`config.mk`:
```
export PLATFORM = sky130hd
export DESIGN_NAME = dmem_arbiter
export DESIGN_NICKNAME = d
export VERILOG_FILES = /design/src/rtl/rv_mem_pkg.sv /design/src/rtl/rr_arbiter2.sv /design/src/rtl/dmem_arbiter.sv
export SDC_FILE = /design/constraint.sdc
export NUM_CORES = 1
export LEC_CHECK = 0
export ABC_CLOCK_PERIOD_IN_PS = 1300
export BUFFER_PORTS_ARGS = -buffer_cell sky130_fd_sc_hd__buf_2
export CELL_PAD_IN_SITES_DETAIL_PLACEMENT = 2
export CELL_PAD_IN_SITES_GLOBAL_PLACEMENT = 2
export CORE_MARGIN = 8
export CORE_UTILIZATION = 21
export CTS_CLUSTER_SIZE = 25
export DETAILED_ROUTE_END_ITERATION = 8
export GPL_ROUTABILITY_DRIVEN = 0
export PLACE_DENSITY_LB_ADDON = 0.12
export SLEW_MARGIN = 20
export SYNTH_ARGS = -nofsm -noshare
export SYNTH_HDL_FRONTEND = slang
export SYNTH_HIERARCHICAL = 1
export SYNTH_SLANG_ARGS = --single-unit
```
`constraint.sdc`:
```
create_clock -name clk -period 1.3 [get_ports clk]
set_input_delay 0.13 -clock clk [delete_from_list [all_inputs] [get_ports clk]]
set_output_delay 0.13 -clock clk [all_outputs]
set_load 0.1 [all_outputs]
```
`src/rtl/rv_mem_pkg.sv`:
```
// Shared types and constants for the data-memory arbitration slice.
package rv_mem_pkg;

  localparam int IO_BIT_DEF = 22;
  localparam int MASK_W     = 4;
  localparam int CMD_ADDR_W = 32;
  localparam int CMD_DATA_W = 32;

  typedef enum logic [1:0] {
    IDLE   = 2'd0,
    ACCESS = 2'd1,
    RESP   = 2'd2
  } arb_state_t;

  // Command captured at grant time and replayed for the whole access.
  typedef struct packed {
    logic                  we;
    logic [MASK_W-1:0]     wmask;
    logic [CMD_ADDR_W-1:0] addr;
    logic [CMD_DATA_W-1:0] wdata;
  } mem_cmd_t;

  // Address bit IO_BIT steers the access to the IO driver instead of RAM.
  function automatic logic addr_is_io(input logic [CMD_ADDR_W-1:0] addr, input int io_bit);
    return addr[io_bit];
  endfunction

endpackage

```
`src/rtl/rr_arbiter2.sv`:
```
// Two-way round-robin pick: a lone requester wins, a tie goes to the port
// that was not served last.
module rr_arbiter2 (
  input  logic [1:0] req,
  input  logic       last_grant,
  output logic       grant,
  output logic       valid
);

  // Combinational winner selection.
  always_comb begin
    grant = 1'b0;
    valid = 1'b0;
    case (req)
      2'b01: begin
        grant = 1'b0;
        valid = 1'b1;
      end
      2'b10: begin
        grant = 1'b1;
        valid = 1'b1;
      end
      2'b11: begin
        grant = ~last_grant;
        valid = 1'b1;
      end
      default: begin
        grant = 1'b0;
        valid = 1'b0;
      end
    endcase
  end

endmodule

```
`src/rtl/dmem_arbiter.sv`:
```
// Shares the data memory / IO resource between the core port (0) and a
// loader/debug port (1). Each access runs IDLE -> ACCESS (-> RESP for reads).
module dmem_arbiter
  import rv_mem_pkg::*;
#(
  parameter int ADDR_W = 32,
  parameter int DATA_W = 32,
  parameter int IO_BIT = IO_BIT_DEF
) (
  input  logic              clk,
  input  logic              reset,
  input  logic [1:0]        req_i,
  input  logic [1:0]        we_i,
  input  logic [3:0]        wmask0_i,
  input  logic [3:0]        wmask1_i,
  input  logic [ADDR_W-1:0] addr0_i,
  input  logic [ADDR_W-1:0] addr1_i,
  input  logic [DATA_W-1:0] wdata0_i,
  input  logic [DATA_W-1:0] wdata1_i,
  output logic [1:0]        done_o,
  output logic [DATA_W-1:0] rdata_o,
  output logic [ADDR_W-1:0] mem_addr_o,
  output logic [DATA_W-1:0] mem_wdata_o,
  output logic [3:0]        mem_wmask_o,
  input  logic [DATA_W-1:0] mem_rdata_i,
  output logic              io_we_o,
  input  logic [DATA_W-1:0] io_rdata_i,
  output logic              busy_o,
  output logic              grant_o
);

  arb_state_t state_r, state_s;
  mem_cmd_t   cmd_r, cmd_s;
  logic       is_io_r, is_io_s;
  logic       grant_r, grant_s;
  logic       last_grant_r, last_grant_s;
  logic       pick_grant_s, pick_valid_s;

  rr_arbiter2 u_rr (
    .req        (req_i),
    .last_grant (last_grant_r),
    .grant      (pick_grant_s),
    .valid      (pick_valid_s)
  );

  // State and latched command; asserting reset drops any in-flight access.
  always_ff @(posedge clk or negedge reset) begin
    if (!reset) begin
      state_r      <= IDLE;
      cmd_r        <= '0;
      is_io_r      <= 1'b0;
      grant_r      <= 1'b0;
      last_grant_r <= 1'b1;
    end else begin
      state_r      <= state_s;
      cmd_r        <= cmd_s;
      is_io_r      <= is_io_s;
      grant_r      <= grant_s;
      last_grant_r <= last_grant_s;
    end
  end

  // Next state: latch the winner's command in IDLE, record fairness on completion.
  always_comb begin
    state_s      = state_r;
    cmd_s        = cmd_r;
    is_io_s      = is_io_r;
    grant_s      = grant_r;
    last_grant_s = last_grant_r;
    case (state_r)
      IDLE: begin
        if (pick_valid_s) begin
          grant_s = pick_grant_s;
          if (pick_grant_s) begin
            cmd_s = '{we: we_i[1], wmask: wmask1_i,
                      addr: CMD_ADDR_W'(addr1_i), wdata: CMD_DATA_W'(wdata1_i)};
          end else begin
            cmd_s = '{we: we_i[0], wmask: wmask0_i,
                      addr: CMD_ADDR_W'(addr0_i), wdata: CMD_DATA_W'(wdata0_i)};
          end
          is_io_s = addr_is_io(cmd_s.addr, IO_BIT);
          state_s = ACCESS;
        end else begin
          state_s = IDLE;
        end
      end
      ACCESS: begin
        if (cmd_r.we) begin
          last_grant_s = grant_r;
          state_s      = IDLE;
        end else begin
          state_s = RESP;
        end
      end
      RESP: begin
        last_grant_s = grant_r;
        state_s      = IDLE;
      end
      default: begin
        state_s = IDLE;
      end
    endcase
  end

  // Strobes and completion decoded from the registered state; a read never writes.
  always_comb begin
    done_o      = 2'b00;
    mem_wmask_o = 4'h0;
    io_we_o     = 1'b0;
    rdata_o     = {DATA_W{1'b0}};
    case (state_r)
      ACCESS: begin
        if (cmd_r.we) begin
          done_o = grant_r ? 2'b10 : 2'b01;
          if (is_io_r) begin
            io_we_o = 1'b1;
          end else begin
            mem_wmask_o = cmd_r.wmask;
          end
        end else begin
          done_o = 2'b00;
        end
      end
      RESP: begin
        done_o  = grant_r ? 2'b10 : 2'b01;
        rdata_o = is_io_r ? io_rdata_i : mem_rdata_i;
      end
      default: begin
        done_o = 2'b00;
      end
    endcase
  end

  assign mem_addr_o  = ADDR_W'(cmd_r.addr);
  assign mem_wdata_o = DATA_W'(cmd_r.wdata);
  assign busy_o      = (state_r != IDLE);
  assign grant_o     = grant_r;

endmodule

```
==> results of run 1 <==
## kinds of logic (layout without fill, tap and decap cells)
family / Yosys count / count (layout) / synth area share
AOI/OAI and AO/OA: 141 / 141 / 0.158
DFF: 73 / 73 / 0.389
buffers and inverters: 106 / 376 / 0.162
muxes: 104 / 104 / 0.223
adders and majority gates: 4 / 4 / 0.0106
and+or+nand+nor: 44 / 44 / 0.0583
## registers in the layout (all words and copies together) (netlist names)
signal	cells
mem_addr_o	32
mem_wdata_o	32
cmd_r	5
state_r	2
grant_o	1
last_grant_r	1
## routing by layer
layer / track usage / share of wire
met4: 0.0361 / 0.0092
met3: 0.0416 / 0.061
met5: 0 / 0
met2: 0.264 / 0.52
met1: 0.173 / 0.41
## path summary, 6_finish.rpt
| check | from | endpoint | cells after the start |
|---|---|---|---|
| worst max-delay path | state_r[0]$_DFF_PN0_ | done_o[0] | 5 |
| worst min-delay path | addr0_i[24] | mem_addr_o[24]$_DFFE_PN0P_ | 3 |
| worst max register to register | state_r[0]$_DFF_PN0_ | last_grant_r$_DFFE_PN1P_ | 6 |
| worst min register to register | mem_wdata_o[8]$_DFFE_PN0P_ | mem_wdata_o[8]$_DFFE_PN0P_ | 2 |
| max in group asynchronous | reset | mem_addr_o[17]$_DFFE_PN0P_ | 3 |
| min in group asynchronous | reset | mem_wdata_o[26]$_DFFE_PN0P_ | 2 |
## per-stage QoR
step | std cells | hold WS (ps) | instance area, um2
after floorplan | 472 | -166 | 5120
after global placement | 995 | 108 | 7280
after detailed placement | 995 | 114 | 7280
after CTS | 1019 | 73.7 | 7920
after global routing | 1022 | 98.3 | 8040
final | 1022 | 93.0 | 8040
## layout make-up
class / count / area (um2) / area share
inverters: 3 / 15.0 / 0.00187
flip-flops and latches: 73 / 1830 / 0.228
clock inverters: 5 / 104 / 0.0129
repair buffers: 358 / 2890 / 0.360
well taps: 280 / 350 / 0.0436
clock buffers: 10 / 239 / 0.0297
multi-input cells: 293 / 2600 / 0.324
## tightest hold or removal path: cells and delay by family
family	cells	cell delay (ps)
compound gates	1	130
buf+inv	1	70
mux	1	50
## cells in the final DEF, fill, tap and decap left out, types with 2 or more instances in the layout
cell type  count
buf_6          7
buf_12        53
clkbuf_16      9
mux2i_4        4
clkbuf_4      21
buf_16         4
dfrtp_1       70
mux2_4         2
nor3b_4        5
a21oi_1      127
bufinv_16      3
ha_4           2
nor2b_4       32
buf_4         23
inv_2          2
buf_8          3
mux2i_2       11
a21oi_2       12
buf_2        245
ha_2           2
mux2i_1       87
## repair_timing
| item | CTS | global route |
|---|---|---|
| hold buffers | 1 | 0 |
| endpoints found under the hold margin | 26 | 0 |
| gates resized for setup | 35 | 29 |
| pin swaps | 2 | 1 |
| gates cloned | 4 | 0 |
| setup endpoints to repair | 114 | 134 |
| buffers inserted | 5 | 3 |
==> results.txt, run 1 <==
The sort of element at the start of the critical path is a register. The maximum cell stage delay along the critical path is roughly 400 ps. Counting the buffers created by CTS gives 9.

The number of global-route vias before repair was about 5200. The critical path data required time came out at about 1200 ps. The area of the mapped netlist came out at 4700 um2. For the final routed database, the setup TNS stands at -27400 ps. The class of the tightest hold or removal check is in -> reg. The hold violation total from the final report came out at 0.

Setup repair after global routing could not meet its margin everywhere. The first global-routing pass estimated 32.1 mm of wire. The flow ran to the end, but the final reports show violations. The utilization of the core after routing came out at 0.367. TritonCTS built the clock tree. The fraction of the cycle the final worst path needs came out at 1.33. The detail route stage leaves a number of antenna-violating nets equal to 0. The post-synthesis net count came out at just under 700. During synthesis, Yosys emitted a total of 6 warnings. The synthesized netlist cell count is ~470. The number of buffers on the longest clock path is 2. The final-stage net count is around 950. The share of synthesized area in the top cell type comes to 0.383. The number of antenna violations at the first check in global routing was 0. The die area is 27400 um2. Setup slack on the critical path of the routed design comes to -429 ps. The number of I/O port buffers is slightly above 300.

The worst-path maximum fanout is 4. The count of boundary I/O pins is a little over 300. In this design, the largest share of critical-path delay is due to flip-flops. The commonest register cell after synthesis is dfrtp_1. The signal on the critical path passes through buf_6 > ha_4 > a21oi_2 > nor3b_4 > buf_12. The tree is rooted in a clkbuf_16. The number of slew-limit violations in the final report was 0. The sequential-to-total area share from yosys stat came out at 0.389. Synthesis inferred 73 register bits. The share of post-route cells with drive strength above 1 came out at 0.613. The combined global-route utilization of all metal layers is 0.149. The clock-pin slew on the worst setup and hold paths is 60 ps. The number of synthesized flops with an enable pin came out at 0. The number of max-cap violations is 0. The area of the core region is between 20000 and 25000 um2. dfrtp_1 takes more of the synthesized area than any other cell. The share of flip-flops with an asynchronous set or reset after synthesis is 1.00. By count the netlist is led by a21oi_1 (131), mux2i_1 (102), buf_4 (73). The peak clock frequency supported by timing came out at 578 MHz. The number of filler cells placed in the layout is between 2000 and 2500. The placed wire-length estimate came out at 16.6 mm. The worst-margin pin slew came out at about 520 ps. The via density per instance is between 4 and 5. For the final database, setup skew stands at between 5 and 6 ps.

The minimum setup slack after placement is -176 ps. In this run the mean area of a mapped cell was approximately 10 um2. The vertical extent of the die came out at 166 um. The count of H-tree levels built during CTS came out at 3.

The count of unique library cells instantiated by Yosys is 21. The synthesis-to-finish area growth came out at 70.9%. The average wire per cell in the routed design came out at approximately 20 um.

The smallest clock period supported by the final layout is computed as approximately 1700 ps. In the routed design, unresolved DRC markers number 0. The wire length reported by the detailed router is roughly 21 mm.

The iteration-0 DRC count of the detailed router is ~130. The number of sinks handled by clock tree synthesis came out at 73. The effective utilization at floorplan came out at 0.215. Among all stages on the critical path, the largest delay is contributed by dfrtp_1. The checks that failed: setup timing.

The combined buffer and inverter count along the critical path is 2. The setup violation total in the final timing report came out at about 110. STA classifies the critical path endpoint as a primary output. Summed over all layers, the global routing overflow is 0. Before antenna repair, the detailed router went through 4 iterations. Measured against its own limit, the worst slew margin works out to 0.655. The setup slack of the worst register-to-register path is -230 ps. The number of core rows is 54.

The arrival time at the worst endpoint is around 1600 ps. The latest clock arrival within the worst-skew pair came out at 340 ps. Ranked by total cell area, the synthesized netlist is headed by dfrtp_1 (38%), mux2i_1 (22%), a21oi_1 (14%), buf_4 (12%), nor2b_1 (4.4%). The most frequent cell after synthesis is a21oi_1.

The largest net degree at the start of global routing is 31. From left edge to right edge, the die measures roughly 170 um. The final route contains 4533 vias. The class of the most critical setup path is reg -> out. The diode insertion count for antenna repair is 0.
Power of run 1 is left out: the tool's default activity adds up to more than one toggle a clock period on the data nets, which glitch-free logic cannot reach.
==> run 2, diff against run 1 <==
Settings changed: ABC_CLOCK_PERIOD_IN_PS 1300 to 1600, CORE_UTILIZATION 21 to 23.
Clock period 1.3 ns to 1.6 ns, I/O delays scaled along.
==> run 2 against run 1 <==
Via count fell by 2.2%. Sequential cell count did not move. Clock skew barely moved. The flow still finishes with violations (setup timing). Final cell count fell by 2.6%. Wire length fell by 1.4%. Critical path depth rose by 1. Die area fell by 7.9%. Register-to-register slack improved by 330 ps. Worst setup slack improved by 240 ps. Count of clock-buffer cells in the layout did not move. Final area fell by 4.2%. Non-clock buffer count fell by 18.
==> results.txt, run 2 (synthesized netlist as in run 1, its figures left out) <==
Status: finished, violations left (unchanged). Violated checks: setup timing (unchanged). The class of the most critical setup path was reg -> out (unchanged).

The detailed-route via count was 4433 (was 4533). The via density per instance came out at 4.46 (was 4.44). The number of antenna violations at the first check in global routing is 0 (unchanged). The final hold slack is 121 ps (was 93.0 ps).

The hold violation total from the final report came out at 0 (unchanged). The fraction of the cycle the final worst path needs came out at 1.12. The combined global-route utilization of all metal layers came out at 0.157 (was 0.149). The worst hold path cell count is 3 (unchanged). The total congestion overflow came out at 0 (unchanged). The number of nets still failing antenna checks after routing is 0 (unchanged). The area of the core region is 20200 um2 (was 21900 um2). The TritonCTS clock tree is done (unchanged). The number of filler cells placed in the layout came out at 2204 (was 2376). The setup violation total in the final timing report is 40 (was 112). The clock root buffer master is clkbuf_16 (unchanged).

The DRC violations left came out at 0 (unchanged). The largest net degree at the start of global routing is 74 (was 31). The effective utilization at floorplan came out at 0.233 (was 0.215). The worst-path maximum fanout is 5 (was 4).

The critical-path cell with the highest stage delay is dfrtp_1 (unchanged). The minimum setup slack after placement is 81.8 ps (was -176 ps). The average wire per cell in the routed design came out at 20.7 um (was 20.5 um). The number of sinks handled by clock tree synthesis is 73 (unchanged). The number of I/O port buffers came out at 310 (unchanged). The wire length reported by the detailed router is 20.6 mm (was 20.9 mm). The diode insertion count for antenna repair came out at 0 (unchanged). The worst-margin pin slew came out at 524 ps (was 521 ps). The arrival time at the worst endpoint is 1620 ps (was 1600 ps). The capture point of the worst reg-to-reg path is mem_addr_o[0]$_DFFE_PN0P_ (was last_grant_r$_DFFE_PN1P_). The number of buffers inserted during clock tree synthesis was 9 (unchanged). The post-route worst setup slack is -184 ps (was -429 ps).

The worst slew margin relative to its limit was 0.653 (was 0.655). The sort of element at the start of the critical path is a register (unchanged). The number of detailed-routing iterations run before antenna repair is 4 (unchanged). The number of buffers on the longest clock path was 2 (unchanged).

The setup slack of the worst register-to-register path is 100 ps (was -230 ps). The number of slew-limit violations in the final report came out at 0 (unchanged). The startpoint of the most critical register-to-register path is last_grant_r$_DFFE_PN1P_ (was state_r[0]$_DFF_PN0_). The wire length of the first global-routing pass came to 31.1 mm (was 32.1 mm). The critical path data required time came out at 1440 ps (was 1170 ps). The worst clock skew came out at 5.26 ps (was 5.73 ps).

The count of H-tree levels built during CTS came to 3 (unchanged). The setup TNS after final layout is -6560 ps (was -27400 ps). The final non-filler cell area is 7700 um2 (was 8040 um2).

The most common cell after layout, fill and taps aside is buf_2 (unchanged). The number of cells on the worst reg-to-reg path was 5 (was 6). The iteration-0 DRC count of the detailed router came out at 69 (was 131).

The number of max-cap violations came out at 0 (unchanged). The clock-pin slew on the worst setup and hold paths is 60 ps (about the same). The number of global-route vias before repair was 5175 (was 5184). For the finished layout, the period the worst path requires is around 1800 ps.

The count of boundary I/O pins is 311 (unchanged). The placed wire-length estimate is 16.1 mm (was 16.6 mm). The cell area after placement came to 7090 um2 (was 7280 um2). The startpoint of the tightest hold check path is wdata0_i[14] (was addr0_i[24]). The synthesis-to-finish area growth is 63.7% (was 70.9%).

Unrepaired setup endpoints after global routing: yes (unchanged). The latest clock arrival within the worst-skew pair is 340 ps (about the same). The final-stage net count was 930 (was 948).

The endpoint of the worst hold-timing path is mem_wdata_o[14]$_DFFE_PN0P_ (was mem_addr_o[24]$_DFFE_PN0P_). CP Cell Sequence: buf_6 > ha_4 > buf_12 > clkbuf_16 > nor2b_4 > buf_12 (was buf_6 > ha_4 > a21oi_2 > nor3b_4 > buf_12). Commonest cells after routing, fill and taps aside: buf_2 (268), a21oi_1 (129), mux2i_1 (85) (was buf_2 (245), a21oi_1 (127), mux2i_1 (87)). The cell family contributing the most delay on the critical path is buffers and inverters (was flip-flops). The floorplan die width was 159 um (was 166 um). The number of core rows is 52 (was 54). The vertical extent of the die came out at 159 um (was 166 um).

The share of post-route cells with drive strength above 1 is 0.601 (was 0.613). The kind of end point of the critical path is a primary output (unchanged). The class of the tightest hold or removal check was in -> reg (unchanged). The combined buffer and inverter count along the critical path came to 4 (was 2). The peak clock frequency supported by timing is roughly 560 MHz. The most numerous cell type found on the critical path is buf_12. The maximum cell stage delay along the critical path came to 400 ps (about the same). The die area came to 25300 um2 (was 27400 um2). The launch point of the worst path is state_r[1]$_DFF_PN0_ (was state_r[0]$_DFF_PN0_).
[run 2: cell count changes in the layout (fill, tap and decap cells not counted), sizes merged]
cell      change
clkbuf       -18
buf           +1
bufbuf        -1
clkinvlp      +1
[run 2: worst max-delay path by stage]
stage,slack [ps],to,cells past startpoint
6_report,-180,rdata_o[0],6
3_3_place_gp,140,mem_addr_o[25]$_DFFE_PN0P_,5
5_1_grt,-260,done_o[0],6
2_1_floorplan,-160,done_o[0],3
3_5_place_dp,80,mem_addr_o[11]$_DFFE_PN0P_,5
4_1_cts,-200,mem_wmask_o[0],5
[run 2: area by class of cell]
cell class / count / area, um2 / share of cell area
Clock buffer: 10 / 239 / 0.0310
Clock inverter: 6 / 115 / 0.0150
Inverter: 3 / 15.0 / 0.00195
Multi-Input combinational cell: 293 / 2560 / 0.333
Sequential cell: 73 / 1830 / 0.238
Tap cell: 270 / 338 / 0.0439
Timing Repair Buffer: 340 / 2600 / 0.337
[run 2: tightest hold or removal path: cells and delay by family]
family,cells,cell delay [ps]
mux,1,50
compound gates,1,130
buf+inv,1,70
[run 2: what timing repair did]
action / in CTS / in global routing
hold buffers: 1 / 0
resized for setup: 10 / 15
pin swaps: 2 / 4
setup endpoints to repair: 40 / 41
cloned: 0 / 3
buffers inserted: 5 / 2
endpoints found under the hold margin: 72 / 0
[run 2: routing by layer]
layer | vias to the layer above | routed length (um) | track usage
li1 | 2080 | - | -
met1 | 2154 | 8310 | 0.173
met2 | 189 | 10600 | 0.282
met3 | 10 | 1520 | 0.0540
met4 | 0 | 173 | 0.0399
met5 | - | 0 | 0
[run 2: per-stage QoR]
step	utilization	cells
2_1_floorplan	-	472
3_3_place_gp	0.352	968
3_5_place_dp	0.352	968
4_1_cts	0.374	990
5_1_grt	0.382	995
6_report	0.382	995
Power of run 2 is left out for the same reason.
==> run 3, diff against run 2 <==
==> constraint.sdc (replaced) <==
create_clock -name clk -period 1.6 [get_ports clk]
set_input_delay 0.32 -clock clk [delete_from_list [all_inputs] [get_ports clk]]
set_output_delay 0.32 -clock clk [all_outputs]
set_load 0.05 [all_outputs]
==> run 3 against run 2 <==
The flow still finishes with violations (setup timing). Worst setup slack worse by 150 ps. Worst hold slack improved by 170 ps. Sequential share of layout area is 0.10 points higher. Clock skew is 6.5 ps higher. Die area is the same. Register-to-register slack worse by 20 ps. Sequential cell count unchanged. Fmax fell by 7.6%. Final area is 0.49% lower. Final cell count increased by 1.3%. Highest routed layer is now met5.
==> results.txt, run 3 (synthesized netlist as in run 1, its figures left out) <==
Status: finished, violations left (unchanged). Violated checks: setup timing (unchanged). Commonest cells after routing, fill and taps aside: buf_2 (268), a21oi_1 (129), dfrtp_1 (71) (was buf_2 (268), a21oi_1 (129), mux2i_1 (85)).

The most common cell after layout, fill and taps aside is buf_2 (unchanged). The peak clock frequency supported by timing came out at 518 MHz (was 560 MHz). The number of core rows came out at 52 (unchanged). The share of total power dissipated in sequential elements is 0.200. The share of post-route cells with drive strength above 1 is 0.626 (was 0.601). The setup TNS after final layout is -10560 ps (was -6560 ps). The DRC violations left came out at 0 (unchanged). The synthesis-to-finish area growth is 62.9% (was 63.7%). The kind of end point of the critical path was a primary output (unchanged). The internal portion of total power is about 8100 uW. The class of the most critical setup path is reg -> out (unchanged). The die area is 25300 um2 (unchanged).

The number of detailed-routing iterations run before antenna repair was 4 (unchanged). The hold violation total from the final report came out at 0 (unchanged). The worst slew margin relative to its limit is 0.724 (was 0.653). The count of boundary I/O pins is 311 (unchanged). The via density per instance was 4.55 (was 4.46). The critical path data required time came out at 1280 ps (was 1440 ps).

The number of slew-limit violations in the final report came out at 0 (unchanged). The wire length reported by the detailed router is 22.8 mm (was 20.6 mm). The number of filler cells placed in the layout is 2189 (was 2204). The latest clock arrival within the worst-skew pair was 330 ps (was 340 ps).

The number of buffers inserted during clock tree synthesis came out at 9 (unchanged). The number of cells on the worst reg-to-reg path was 5 (unchanged). The combined global-route utilization of all metal layers came out at 0.167 (was 0.157). The number of I/O port buffers is 310 (unchanged). The sort of element at the start of the critical path is a register (unchanged).

The number of nets still failing antenna checks after routing came out at 0 (unchanged). The capture point of the worst reg-to-reg path was mem_wdata_o[29]$_DFFE_PN0P_ (was mem_addr_o[0]$_DFFE_PN0P_). The average wire per cell in the routed design is 22.6 um (was 20.7 um).

The setup slack of the worst register-to-register path came out at 80 ps (was 100 ps). The post-route worst setup slack is -331 ps (was -184 ps). The count of H-tree levels built during CTS came out at 3 (unchanged). The startpoint of the most critical register-to-register path is last_grant_r$_DFFE_PN1P_ (unchanged). The setup violation total in the final timing report is 40 (unchanged).

The number of global-route vias before repair came out at 5265 (was 5175). The number of buffers on the longest clock path came out at 2 (unchanged). The clock root buffer master was clkbuf_16 (unchanged). The worst-margin pin slew came to 414 ps (was 524 ps). The final hold slack is 288 ps (was 121 ps). The number of max-cap violations was 0 (unchanged).

The endpoint of the worst hold-timing path is mem_wdata_o[11]$_DFFE_PN0P_ (was mem_wdata_o[14]$_DFFE_PN0P_). The class of the tightest hold or removal check was in -> reg (unchanged). The largest net degree at the start of global routing came to 52 (was 74). The startpoint of the tightest hold check path is wdata0_i[11] (was wdata0_i[14]). The number of sinks handled by clock tree synthesis came to 73 (unchanged). The worst hold path cell count is 3 (unchanged). The arrival time at the worst endpoint is 1610 ps (was 1620 ps). The power density relative to cell area came out at about 2200 nW/um2. The clock-pin slew on the worst setup and hold paths was 60 ps (about the same). The worst clock skew was 11.7 ps (was 5.26 ps). Of the total power, combinational logic draws 0.673.

The TritonCTS clock tree is done (unchanged). The floorplan die width was 159 um (unchanged). The final-stage net count is 942 (was 930). The area of the core region was 20200 um2 (unchanged).

The detailed-route via count came out at 4583 (was 4433). The worst-path maximum fanout came out at 5 (unchanged). The wire length of the first global-routing pass is 33.2 mm (was 31.1 mm). The iteration-0 DRC count of the detailed router came out at 139 (was 69). The clock network fraction of total power came out at 0.127. The time the final worst path needs with I/O delays and setup is 1930 ps (was 1780 ps). In this run the static leakage power is between 0.003 and 0.004 uW. The switching share of power is 0.516. The worst supply voltage drop on vdd came out at 728 uV. The register cell area after layout is 1830 um2 (about the same). The vertical extent of the die is 159 um (unchanged). The total congestion overflow came out at 0 (unchanged). The effective utilization at floorplan was 0.233 (unchanged). The number of antenna violations at the first check in global routing is 3 (was 0). Unrepaired setup endpoints after global routing: yes (unchanged). The placed wire-length estimate came out at 16.3 mm (was 16.1 mm). The power spent charging and discharging nets came out at slightly below 9000 uW. The area of the multi-input gates came out at 2740 um2 (was 2560 um2). The fraction of the cycle the final worst path needs came out at 1.21 (was 1.12).
[run 3: cell types whose count changed in the layout (fill, tap and decap cells not counted), sizes merged]
cell / previous run / this run
diode: 0 / 2
bufinv: 3 / 2
inv: 2 / 3
clkinvlp: 2 / 1
buf: 336 / 350
clkbuf: 13 / 11
[run 3: power by group through the flow]
| stage | Sequential [uW] | Clock [uW] | Combinational (uW) |
|---|---|---|---|
| 3_3_place_gp | 3340 | 0 | 9450 |
| 5_1_grt | 3480 | 2260 | 11900 |
| 3_5_place_dp | 3370 | 0 | 9600 |
| 6_report | 3360 | 2130 | 11300 |
| 2_1_floorplan | 3240 | 0 | 8150 |
| 4_1_cts | 3370 | 2220 | 10900 |
[run 3: timing repair]
| item | CTS | global route |
|---|---|---|
| setup buffers | 10 | 1 |
| endpoints found under the hold margin | 22 | 0 |
| gates cloned | 3 | 1 |
| hold buffers | 1 | 0 |
| endpoints found under the setup margin | 110 | 97 |
| pin swaps | 2 | 2 |
| gates resized for setup | 143 | 44 |
[run 3: metrics by stage]
stage	worst slack (ps)	util	instances	area [um2]	power, uW
global placement	-74.3	0.318	977	6420	12800
global route	-405	0.380	1006	7650	17600
CTS	-347	0.371	1006	7470	16500
finish	-331	0.380	1008	7660	16800
floorplan	-147	-	472	4890	11400
detailed placement	-129	0.318	977	6420	13000
[run 3: cell type report]
cell class / count / area share
multi-input cells: 293 / 0.358
repair buffers: 352 / 0.316
flip-flops and latches: 73 / 0.239
well taps: 270 / 0.0441
clock buffers: 10 / 0.0299
clock inverters: 5 / 0.0106
inverters: 3 / 0.00147
diodes: 2 / 0.000653
[run 3: worst max-delay path: stages, from the launching register on]
cell,delay (ps)
dfrtp_1,400
inv_2,90
ha_4,210
buf_12,130
a21oi_4,30
nor3b_4,240
buf_12,170
[run 3: worst max-delay path by stage]
stage                                             to  cells past startpoint  slack, ps            startpoint
after floorplan                          rdata_o[24]                      4       -150  state_r[0]$_DFF_PN0_
final                                      done_o[0]                      6       -330  state_r[0]$_DFF_PN0_
after CTS                                  done_o[0]                      6       -350  state_r[0]$_DFF_PN0_
after global placement         cmd_r[68]$_DFFE_PN0P_                      6        -70  state_r[1]$_DFF_PN0_
after detailed placement  mem_addr_o[31]$_DFFE_PN0P_                      6       -130  state_r[1]$_DFF_PN0_
after global routing                       done_o[0]                      6       -410  state_r[0]$_DFF_PN0_
[run 3: metal layers]
metal | track usage | wire length [um] | vias to the layer above
li1 | - | - | 2112
met1 | 0.180 | 8710 | 2255
met3 | 0.0432 | 1170 | 26
met2 | 0.315 | 12500 | 184
met4 | 0.0493 | 353 | 6
met5 | 0 | 52 | -
Note: power is estimated with default switching activity, not from simulation.
